File: config.mk
export PLATFORM = sky130hd
export DESIGN_NAME = binary_mul_6_1_uni
export DESIGN_NICKNAME = d
export VERILOG_FILES = /design/src/rtl/binary_mul_pkg.sv /design/src/rtl/binary_mul_fa.sv /design/src/rtl/binary_mul_6_1_uni.sv
export SDC_FILE = /design/constraint.sdc
export NUM_CORES = 1
export LEC_CHECK = 0
export ABC_AREA = 0
export CORE_MARGIN = 2
export CORE_UTILIZATION = 30
export CTS_CLUSTER_SIZE = 28
export DETAILED_ROUTE_END_ITERATION = 16
export GPL_TIMING_DRIVEN = 0
export PLACE_DENSITY = 0.51
export SYNTH_ARGS = -nofsm -noshare
export SYNTH_HDL_FRONTEND = slang
export SYNTH_SLANG_ARGS = --single-unit
File: constraint.sdc
create_clock -name clk -period 1.9 [get_ports clk]
set_input_delay 0.285 -clock clk [delete_from_list [all_inputs] [get_ports clk]]
set_output_delay 0.285 -clock clk [all_outputs]
set_load 0.03 [all_outputs]
File: src/rtl/binary_mul_pkg.sv
// Shared widths and operand/product types for the binary multiplier family.
package binary_mul_pkg;
    localparam int unsigned MUL_W  = 6;
    localparam int unsigned PROD_W = 12;

    typedef logic [MUL_W-1:0]  operand_t;
    typedef logic [PROD_W-1:0] product_t;
endpackage

File: src/rtl/binary_mul_fa.sv
// 1-bit full adder cell; used with cin tied low as a half adder.
module binary_mul_fa (
    input  logic a,
    input  logic b,
    input  logic cin,
    output logic sum,
    output logic cout
);
    assign sum  = a ^ b ^ cin;
    assign cout = (a & b) | (cin & (a ^ b));
endmodule

File: src/rtl/binary_mul_6_1_uni.sv
// Unsigned 6x6 multiplier with one registered output stage.
// Define BINARY_MUL_CSA_TREE_EN for a carry-save tree; default is a ripple array.
module binary_mul_6_1_uni
    import binary_mul_pkg::*;
(
    input  logic     clk,
    input  logic     rst_n,
    input  logic     en,
    input  operand_t A,
    input  operand_t B,
    output product_t P
);
    operand_t pp [0:MUL_W-1];
    product_t prod;

    for (genvar i = 0; i < MUL_W; i++) begin : g_pp
        assign pp[i] = A & {MUL_W{B[i]}};
    end

`ifdef BINARY_MUL_CSA_TREE_EN
    product_t row [0:MUL_W-1];
    product_t cx  [0:3];
    product_t cy  [0:3];
    product_t cz  [0:3];
    product_t cs  [0:3];
    product_t cco [0:3];
    product_t fy;
    logic [PROD_W:0] rc;

    for (genvar i = 0; i < MUL_W; i++) begin : g_row
        assign row[i] = product_t'({6'b0, pp[i]}) << i;
    end

    // 6 rows -> 4 -> 3 -> 2, carries shifted up one weight between levels
    assign cx[0] = row[0];
    assign cy[0] = row[1];
    assign cz[0] = row[2];
    assign cx[1] = row[3];
    assign cy[1] = row[4];
    assign cz[1] = row[5];
    assign cx[2] = cs[0];
    assign cy[2] = {cco[0][PROD_W-2:0], 1'b0};
    assign cz[2] = cs[1];
    assign cx[3] = cs[2];
    assign cy[3] = {cco[2][PROD_W-2:0], 1'b0};
    assign cz[3] = {cco[1][PROD_W-2:0], 1'b0};

    for (genvar n = 0; n < 4; n++) begin : g_csa
        for (genvar b = 0; b < PROD_W; b++) begin : g_bit
            binary_mul_fa u_fa (
                .a    (cx[n][b]),
                .b    (cy[n][b]),
                .cin  (cz[n][b]),
                .sum  (cs[n][b]),
                .cout (cco[n][b])
            );
        end
    end

    assign fy    = {cco[3][PROD_W-2:0], 1'b0};
    assign rc[0] = 1'b0;
    for (genvar b = 0; b < PROD_W; b++) begin : g_final
        binary_mul_fa u_fa (
            .a    (cs[3][b]),
            .b    (fy[b]),
            .cin  (rc[b]),
            .sum  (prod[b]),
            .cout (rc[b+1])
        );
    end
`else
    // Each row keeps only its upper 6 bits; its LSB retires as a product bit.
    operand_t   hi [0:MUL_W-1];
    operand_t   rs [1:MUL_W-1];
    logic [6:0] rc [1:MUL_W-1];

    assign hi[0]   = {1'b0, pp[0][MUL_W-1:1]};
    assign prod[0] = pp[0][0];

    for (genvar k = 1; k < MUL_W; k++) begin : g_rowk
        assign rc[k][0] = 1'b0;
        for (genvar j = 0; j < MUL_W; j++) begin : g_cell
            binary_mul_fa u_fa (
                .a    (hi[k-1][j]),
                .b    (pp[k][j]),
                .cin  (rc[k][j]),
                .sum  (rs[k][j]),
                .cout (rc[k][j+1])
            );
        end
        assign hi[k]   = {rc[k][MUL_W], rs[k][MUL_W-1:1]};
        assign prod[k] = rs[k][0];
    end

    assign prod[PROD_W-1:MUL_W] = hi[MUL_W-1];
`endif

    always_ff @(posedge clk or negedge rst_n) begin
        if (!rst_n) begin
            P <= '0;
        end else if (en) begin
            P <= prod;
        end
    end
endmodule

After elaboration in Yosys (flattened, before gate mapping)

Cells that the tools add are included.

Add/sub/neg operators: 0
Multipliers: 0
Divide/modulo/power cells: 0
Magnitude comparators: 0
Equality and inequality tests: 0
Shift-type cells: 0
Muxes and demuxes: 0
Bitwise logic cells: 138
Reduce and logical (&&, ||, !) cells: 0

Operators with widths:

| kind      | count |
|---|---|
| AND 1 bit | 54 |
| XOR 1 bit | 54 |
| AND 6 bit | 6 |
| OR 1 bit  | 24 |

Flip-flop bits (word level): 12
Latch bits: 0
Bits in writable memories: 0
Memory bits (read-only): 0
Input port bits: 15
Output and inout bits: 12
Word-level logic and storage cells: 139
Memories: 0

Logic depth before layout (Yosys ltp)

Gate-level depths: netlist of run 1.

Depth after elaboration: 28
Mapped depth: 21
Mapped depth without buffers: 21

Hierarchy

From an unflattened synthesis of run 1, not the netlist that was laid out.

Cell total of the unflattened synthesis: 93
Area, all modules: 1,302.5 um^2

Modules (own cells, without submodules):

| module             | times used | cells an instance | area each (um^2) | seq. area each (um^2) |
|---|---|---|---|---|
| binary_mul_6_1_uni | 1          | 63                | 701.9            | 300.3 |
| binary_mul_fa      | 30         | 1                 | 20.0             | 0.0 |

Worst setup path before layout of run 1

OpenSTA, ideal clock, no wires.

Path type: input -> register
Start: input port B[1]
End: register P[10]
Library setup time: 124 ps
Data arrival time: 6,450 ps
Data required time: 1,776 ps
Slack: -4,674 ps
Stages on the path: 19
Buffers on the path: 0
Cells stage by stage: and2_1 -> ha_1 -> inv_1 -> fa_1 -> fa_1 -> inv_1 -> fa_1 -> fa_1 -> fa_1 -> fa_1 -> fa_1 -> fa_1 -> fa_1 -> fa_1 -> fa_1 -> inv_1 -> fa_1 -> fa_1 -> mux2i_1

Cells in the longest elaborated chain, start to end: 27
Elaborated cells on any way between the ends: 121
Those cells by class: bitwise: 121

RTL lines:

| element                                       | RTL line                                | text |
|---|---|---|
| start: declaration                            | binary_mul_6_1_uni.sv:10                | `input operand_t B,` |
| AND 6 bit *                                   | binary_mul_6_1_uni.sv:17                | `assign pp[i] = A & {MUL_W{B[i]}};` |
| AND 1 bit / XOR 1 bit (equally long branches) | binary_mul_fa.sv:10, binary_mul_fa.sv:9 |  |
| AND 1 bit                                     | binary_mul_fa.sv:10                     | `assign cout = (a & b) \| (cin & (a ^ b));` |
| OR 1 bit                                      | binary_mul_fa.sv:10                     |  |
| AND 1 bit / XOR 1 bit (equally long branches) | binary_mul_fa.sv:10, binary_mul_fa.sv:9 |  |
| OR 1 bit / XOR 1 bit (equally long branches)  | binary_mul_fa.sv:10, binary_mul_fa.sv:9 |  |
| AND 1 bit / XOR 1 bit (equally long branches) | binary_mul_fa.sv:10, binary_mul_fa.sv:9 |  |
| OR 1 bit / XOR 1 bit (equally long branches)  | binary_mul_fa.sv:10, binary_mul_fa.sv:9 |  |
| [11 not listed]                               | --                                      |  |
| OR 1 bit, or another cell as far along        | binary_mul_fa.sv:10                     |  |
| AND 1 bit / XOR 1 bit (equally long branches) | binary_mul_fa.sv:10, binary_mul_fa.sv:9 |  |
| OR 1 bit / XOR 1 bit (equally long branches)  | binary_mul_fa.sv:10                     |  |
| AND 1 bit / XOR 1 bit (equally long branches) | binary_mul_fa.sv:10, binary_mul_fa.sv:9 |  |
| OR 1 bit / XOR 1 bit (equally long branches)  | binary_mul_fa.sv:10                     |  |
| AND 1 bit                                     | binary_mul_fa.sv:10                     |  |
| OR 1 bit                                      | binary_mul_fa.sv:10                     |  |
| XOR 1 bit *                                   | binary_mul_fa.sv:9                      | `assign sum = a ^ b ^ cin;` |
| end signal: assignment                        | binary_mul_6_1_uni.sv:102               | `P <= prod;` |
| end: declaration                              | binary_mul_6_1_uni.sv:11                | `output product_t P` |

Every way passes the cells marked *; elsewhere a longest branch is shown, timed or not.
A chain may end at the register's enable or synchronous reset.

Worst setup path in the final report of run 1

Ends and elaborated chain as after synthesis.

==> metrics, run 1 <==
Syn Std Cell Area=1267 µm²; Final min period=6078 ps; Max Fclk=164.5 MHz; endpoints failing setup=9; slowest stage cell, crit path=fa_2; worst min path class=primary input to async pin; Final Hold Viols=0; Antenna Nets Post-Route=0; vias=833; row count=23; I/O Buffers=26; Mapped Cells=111; non-filler cells, final=195; maxcap violations=0; first-pass GRT wire length=4.340 mm; Synth-to-Final Area Change=41.86%; CP bufs+invs=4; GRT Total Usage=0.1108; synth warn=0; max reg flops=12; PD cells=989.2 nW/µm²; TNS Setup=-25,490 ps; initial antenna violation count=0; Clk Latency, worst-skew pair=230 ps; first drt pass iteration count=3; maximum number of pins on one net before global-route repair=13; Post-DP HPWL=1.952 mm; GR peak layer=met2; Placer Congestion=0.7105; worst slew pin tran=526.3 ps; status=complete, but fails checks; Largest regs=P (12); nets=191; Worst EP required=2020 ps; die area=4761 µm²; vias in the first global route=973; ant diodes=0; share of cells above drive strength 1=0.3517; met3 GRT Util=0.005848; IO Count=27; DR WL/cell=11.21 µm; Initial Utilization=0.3146; sequential area share after synthesis=0.2369; CP endpoint kind=flip-flop; RSZ-0062 raised after global routing=yes; final WL=2.186 mm; CP most frequent cell=fa_2; H-tree Lvls=1; placed cells=187; Final Cell Area=1798 µm²; crit-path max FO=2; crit path cell chain=buf_8 > and2_4 > ha_4 > inv_2 > fa_2 > fa_2 > inv_2 > fa_1 > fa_2 > fa_2 > fa_2 > fa_1 > fa_2 > fa_1 > fa_2 > inv_2 > fa_2 > fa_2 > fa_2 > mux2i_1; met2 usage=0.1880; Most flops, register=P; global route overflow=0; worst hold slack=399.4 ps; Placement Cell Area=1694 µm²; CP peak stage delay=580 ps; Rel. slew slack=0.6480; clk slew on worst S/H paths=50 ps; final slew viol count=0; core area=4029 µm²; violated checks=negative setup slack; worst vdd ir=0.3290 mV; CTS max path bufs=2; min setup slack post-route=-4178 ps; die width=69 µm; root buffer cell=clkbuf_8; die height=69 µm; number of DRC markers in iteration 0=7; Yosys reg bits=12; count of cell types in the netlist=12; Mean Syn Cell Area=11.42 µm²; critical path class=primary input to flip-flop; Leak=0.7851 nW; CTS tree=built; met1 usage=0.1474; CP Data Arrival Time=6200 ps; Tcrit/Tclk final=3.199; delay-heaviest family, CP=adder cells; CTS buffer count=3; residual DRC count=0; Worst Clk Skew=0 ps; CP startpoint kind=primary input; via/cell ratio=4.272; CTS Sinks=12; Synthesized Nets=156
cell type report:
type	instances	area (µm²)
buffer	1	11.26
clock buffer	4	55.05
fill	405	2231
inverter	20	75.07
multi-input combinational	78	989.7
sequential	12	300.3
tap	50	62.56
timing repair buffer	30	304.0
layer usage:
metal / part of all wire / vias up
li1: - / 398
met5: 0 / -
met4: 0.016 / 0
met3: 0.024 / 2
met1: 0.47 / 418
met2: 0.49 / 15
path summary, 6_finish.rpt:
kind / startpoint / endpoint / slack (ps) / depth (start not counted)
worst max-delay path: B[1] / P[10]$_DFFE_PN0P_ / -4180 / 20
worst min-delay path: rst_n / P[1]$_DFFE_PN0P_ / 400 / 1
worst max register to register: P[5]$_DFFE_PN0P_ / P[5]$_DFFE_PN0P_ / 1140 / 1
worst min register to register: P[4]$_DFFE_PN0P_ / P[4]$_DFFE_PN0P_ / 510 / 1
max in group asynchronous: rst_n / P[8]$_DFFE_PN0P_ / 1150 / 1
min in group clk: A[0] / P[0]$_DFFE_PN0P_ / 420 / 4
layout by cell type (no fill, tap or decap), types with 2 or more instances in the layout:
master / netlist / layout
and2_1: 24 / 22
clkdlybuf4s50_1: 0 / 20
fa_2: 0 / 19
inv_1: 20 / 14
dfrtp_1: 12 / 12
nand2_1: 11 / 10
inv_2: 0 / 6
mux2i_1: 6 / 6
fa_1: 24 / 5
ha_4: 0 / 4
clkbuf_8: 0 / 4
buf_8: 0 / 4
buf_4: 0 / 4
mux2_4: 2 / 3
and2_4: 0 / 2
mux2_2: 3 / 2
ha_1: 6 / 2
power breakdown:
| part | internal, mW | switching (mW) |
|---|---|---|
| combinational | 0.546 | 0.561 |
| sequential | 0.355 | 0.0471 |
| clock | 0.182 | 0.0868 |
| total | 1.08 | 0.695 |
kinds of logic (layout without fill, tap and decap cells):
| logic type | Yosys count | after routing | synth area share |
|---|---|---|---|
| AOI/OAI and AO/OA | 1 | 1 | 0.003945 |
| and+or+nand+nor | 36 | 36 | 0.1550 |
| muxes | 11 | 11 | 0.09773 |
| adders and majority gates | 30 | 30 | 0.4383 |
| buffers and inverters | 21 | 55 | 0.06811 |
| DFF | 12 | 12 | 0.2369 |
cells in the mapped netlist:
master    n  area share
and2_1   24        0.12
buf_6     1      0.0089
dfrtp_1  12        0.24
fa_1     24        0.38
ha_1      6       0.059
inv_1    20       0.059
mux2_2    3       0.027
mux2_4    2       0.024
mux2i_1   6       0.047
nand2_1  11       0.033
nand3_1   1      0.0039
o21ai_0   1      0.0039
what timing repair did:
item / CTS / global route
gates resized for setup: 36 / 1
setup buffers: 4 / 0
hold buffers: 0 / 0
pin swaps: 15 / 0
setup endpoints to repair: 10 / 9
through the flow:
stage	power (mW)	worst slack [ps]	util
floorplan	1.148	-4393	-
global route	1.977	-4358	0.4463
detailed placement	1.535	-5151	0.4205
global placement	1.527	-5148	0.4205
CTS	1.831	-4206	0.4478
finish	1.779	-4178	0.4463
Power figures use the tool's default switching activity.
==> run 2, diff against run 1 <==
--- a/config.mk
+++ b/config.mk
@@ -6,6 +6,7 @@
 export NUM_CORES = 1
 export LEC_CHECK = 0
 export ABC_AREA = 0
+export CAP_MARGIN = 15
 export CORE_MARGIN = 2
 export CORE_UTILIZATION = 30
 export CTS_CLUSTER_SIZE = 28
==> results of run 2 <==
Final layout, timing and power as in run 1 (identical DEF).
==> run 3, diff against run 2 <==
--- a/config.mk
+++ b/config.mk
@@ -13,6 +13,7 @@
 export DETAILED_ROUTE_END_ITERATION = 16
 export GPL_TIMING_DRIVEN = 0
 export PLACE_DENSITY = 0.51
+export REMOVE_ABC_BUFFERS = 1
 export SYNTH_ARGS = -nofsm -noshare
 export SYNTH_HDL_FRONTEND = slang
 export SYNTH_SLANG_ARGS = --single-unit
==> run 3 against run 2 <==
The run still ends with negative setup slack left. Combinational power about the same. Non-clock buffer count unchanged. Design area is 0.56% lower.
==> metrics, run 3 (synthesis gave the netlist of run 1 again) <==
status=complete, but fails checks (unchanged); violated checks=negative setup slack (unchanged); number of DRC markers in iteration 0=29 (was 7); PD cells=991.9 nW/µm² (was 989.2 nW/µm²); row count=23 (unchanged); H-tree Lvls=1 (unchanged); Most flops, register=P (unchanged); worst min path class=primary input to flip-flop (was primary input to async pin); Placer Congestion=0.7281 (was 0.7105); ant diodes=0 (unchanged); via/cell ratio=4.246 (was 4.272); DR WL/cell=11.74 µm (was 11.21 µm); clk slew on worst S/H paths=50 ps (about the same); Synth-to-Final Area Change=41.07% (was 41.86%); final slew viol count=0 (unchanged); Clk Latency, worst-skew pair=240 ps (was 230 ps); fillers=395 (was 405); Psw=705.5 µW (was 694.6 µW); die width=69 µm (unchanged); vias in the first global route=936 (was 973); Final Hold Viols=0 (unchanged); global route overflow=0 (unchanged); min setup slack post-route=-4231 ps (was -4178 ps); multi-input logic area=983.4 µm² (was 989.7 µm²); CTS max path bufs=2 (unchanged); I/O Buffers=26 (unchanged); core area=4029 µm² (unchanged); Initial Utilization=0.3146 (unchanged); Antenna Nets Post-Route=0 (unchanged); Net Sw Frac=0.3978 (was 0.3906); worst slew pin tran=665.4 ps (was 526.3 ps); worst hold slack=392.7 ps (was 399.4 ps); Leak=0.7815 nW (was 0.7851 nW); # hold bufs at CTS=0 (unchanged); Worst Clk Skew=0 ps (unchanged); maximum number of pins on one net before global-route repair=14 (was 13); GRT Total Usage=0.1094 (was 0.1108); WHS Path Cells=4; CTS Sinks=12 (unchanged); first drt pass iteration count=4 (was 3); nets=191 (unchanged); Rel. slew slack=0.5550 (was 0.6480); number of cells on the worst reg-to-reg path=1 (unchanged); die height=69 µm (unchanged); Flop pwr share=0.228 (was 0.226); critical path class=primary input to flip-flop (unchanged); critical register-to-register path startpoint=P[1]$_DFFE_PN0P_ (was P[5]$_DFFE_PN0P_); CTS tree=built (unchanged); die area=4761 µm² (unchanged); Worst EP required=2000 ps (was 2020 ps); root buffer cell=clkbuf_8 (unchanged); most frequent cells in the layout=and2_1, clkdlybuf4s50_1, fa_2 (unchanged); worst vdd ir=0.2973 mV (was 0.3290 mV); combinational share of power=0.614 (was 0.622); final WL=2.289 mm (was 2.186 mm); Placement Cell Area=1579 µm² (was 1694 µm²); IO Count=27 (unchanged); source of the worst hold timing path=A[0]; RSZ-0062 raised after global routing=yes (unchanged); CP Data Arrival Time=6230 ps (was 6200 ps); Largest regs=P (12) (unchanged); Setup crit start=A[1] (was B[1]); Max Fclk=163.1 MHz (was 164.5 MHz); share of cells above drive strength 1=0.3379 (was 0.3517); initial antenna violation count=0 (unchanged); Final Cell Area=1788 µm² (was 1798 µm²); maxcap violations=0 (unchanged); max reg flops=12 (unchanged); Tcrit/Tclk final=3.227 (was 3.199); CTS buffer count=3 (unchanged); FF+latch area=300.3 µm² (unchanged); crit-path max FO=2 (unchanged); CP startpoint kind=primary input (unchanged); Clk network pwr share=0.159 (was 0.151); Post-DP HPWL=1.930 mm (was 1.952 mm); endpoints failing setup=9 (unchanged); Final min period=6131 ps (was 6078 ps); commonest non-fill, non-tap cell in the layout=and2_1 (unchanged); vias=828 (was 833); first-pass GRT wire length=4.215 mm (was 4.340 mm); CP endpoint kind=flip-flop (unchanged); internal power=1.068 mW (was 1.084 mW); residual DRC count=0 (unchanged)
-- run 3: cell counts in the layout (fill, tap and decap cells not counted) --
No cell type changed its count.
-- run 3: final timing paths --
path                                      to  slack (ps)
max                        P[10]$_DFFE_PN0P_       -4230
min                         P[0]$_DFFE_PN0P_         390
max reg2reg                 P[1]$_DFFE_PN0P_        1140
min reg2reg                 P[2]$_DFFE_PN0P_         510
max in group asynchronous  P[10]$_DFFE_PN0P_        1130
min in group asynchronous   P[1]$_DFFE_PN0P_         400
-- run 3: critical path, cell delays in order --
cell     delay [ps]
buf_8            70
and2_4          140
ha_4            120
inv_2            30
fa_2            340
fa_2            540
inv_2            40
fa_2            330
fa_2            450
fa_2            420
fa_2            390
fa_2            350
fa_2            340
fa_1            480
fa_2            580
inv_2            40
fa_2            370
fa_2            350
fa_1            500
mux2i_1          60
-- run 3: final cells by class --
class / count / area share
sequential: 12 / 0.1680
inverter: 20 / 0.04199
multi-input combinational: 78 / 0.5500
tap: 50 / 0.03499
timing repair buffer: 31 / 0.1742
clock buffer: 4 / 0.03079
-- run 3: through the flow --
step                      power, mW  utilization  setup slack [ps]  TNS [ps]  instances
final                         1.773       0.4438             -4231    -25980        195
after global routing          1.949       0.4438             -4388    -26990        195
after CTS                     1.808       0.4438             -4378    -26550        195
after detailed placement      1.411       0.3919             -5589    -37660        186
after global placement        1.401       0.3919             -5517    -37020        186
after floorplan               1.043            -             -4673    -29300        110
-- run 3: routing by layer --
metal  GRT usage  vias to the layer above  wire [µm]
met1      0.1435                      408       1031
li1            -                      398          -
met2      0.1795                       17       1139
met4     0.05882                        0         61
met3    0.008772                        5         58
met5           0                        -          0
-- run 3: power groups by stage --
stage,Sequential (mW),Combinational (mW),Clock [mW]
5_1_grt,0.419,1.23,0.302
3_3_place_gp,0.405,0.996,0
3_5_place_dp,0.413,0.997,0
6_report,0.404,1.09,0.281
4_1_cts,0.409,1.11,0.294
2_1_floorplan,0.601,0.442,0
-- run 3: repair_timing --
action | 4_1_cts | 5_1_grt
gates resized for setup | 62 | 2
pin swaps | 26 | 14
endpoints found under the setup margin | 10 | 9
setup buffers | 5 | 0
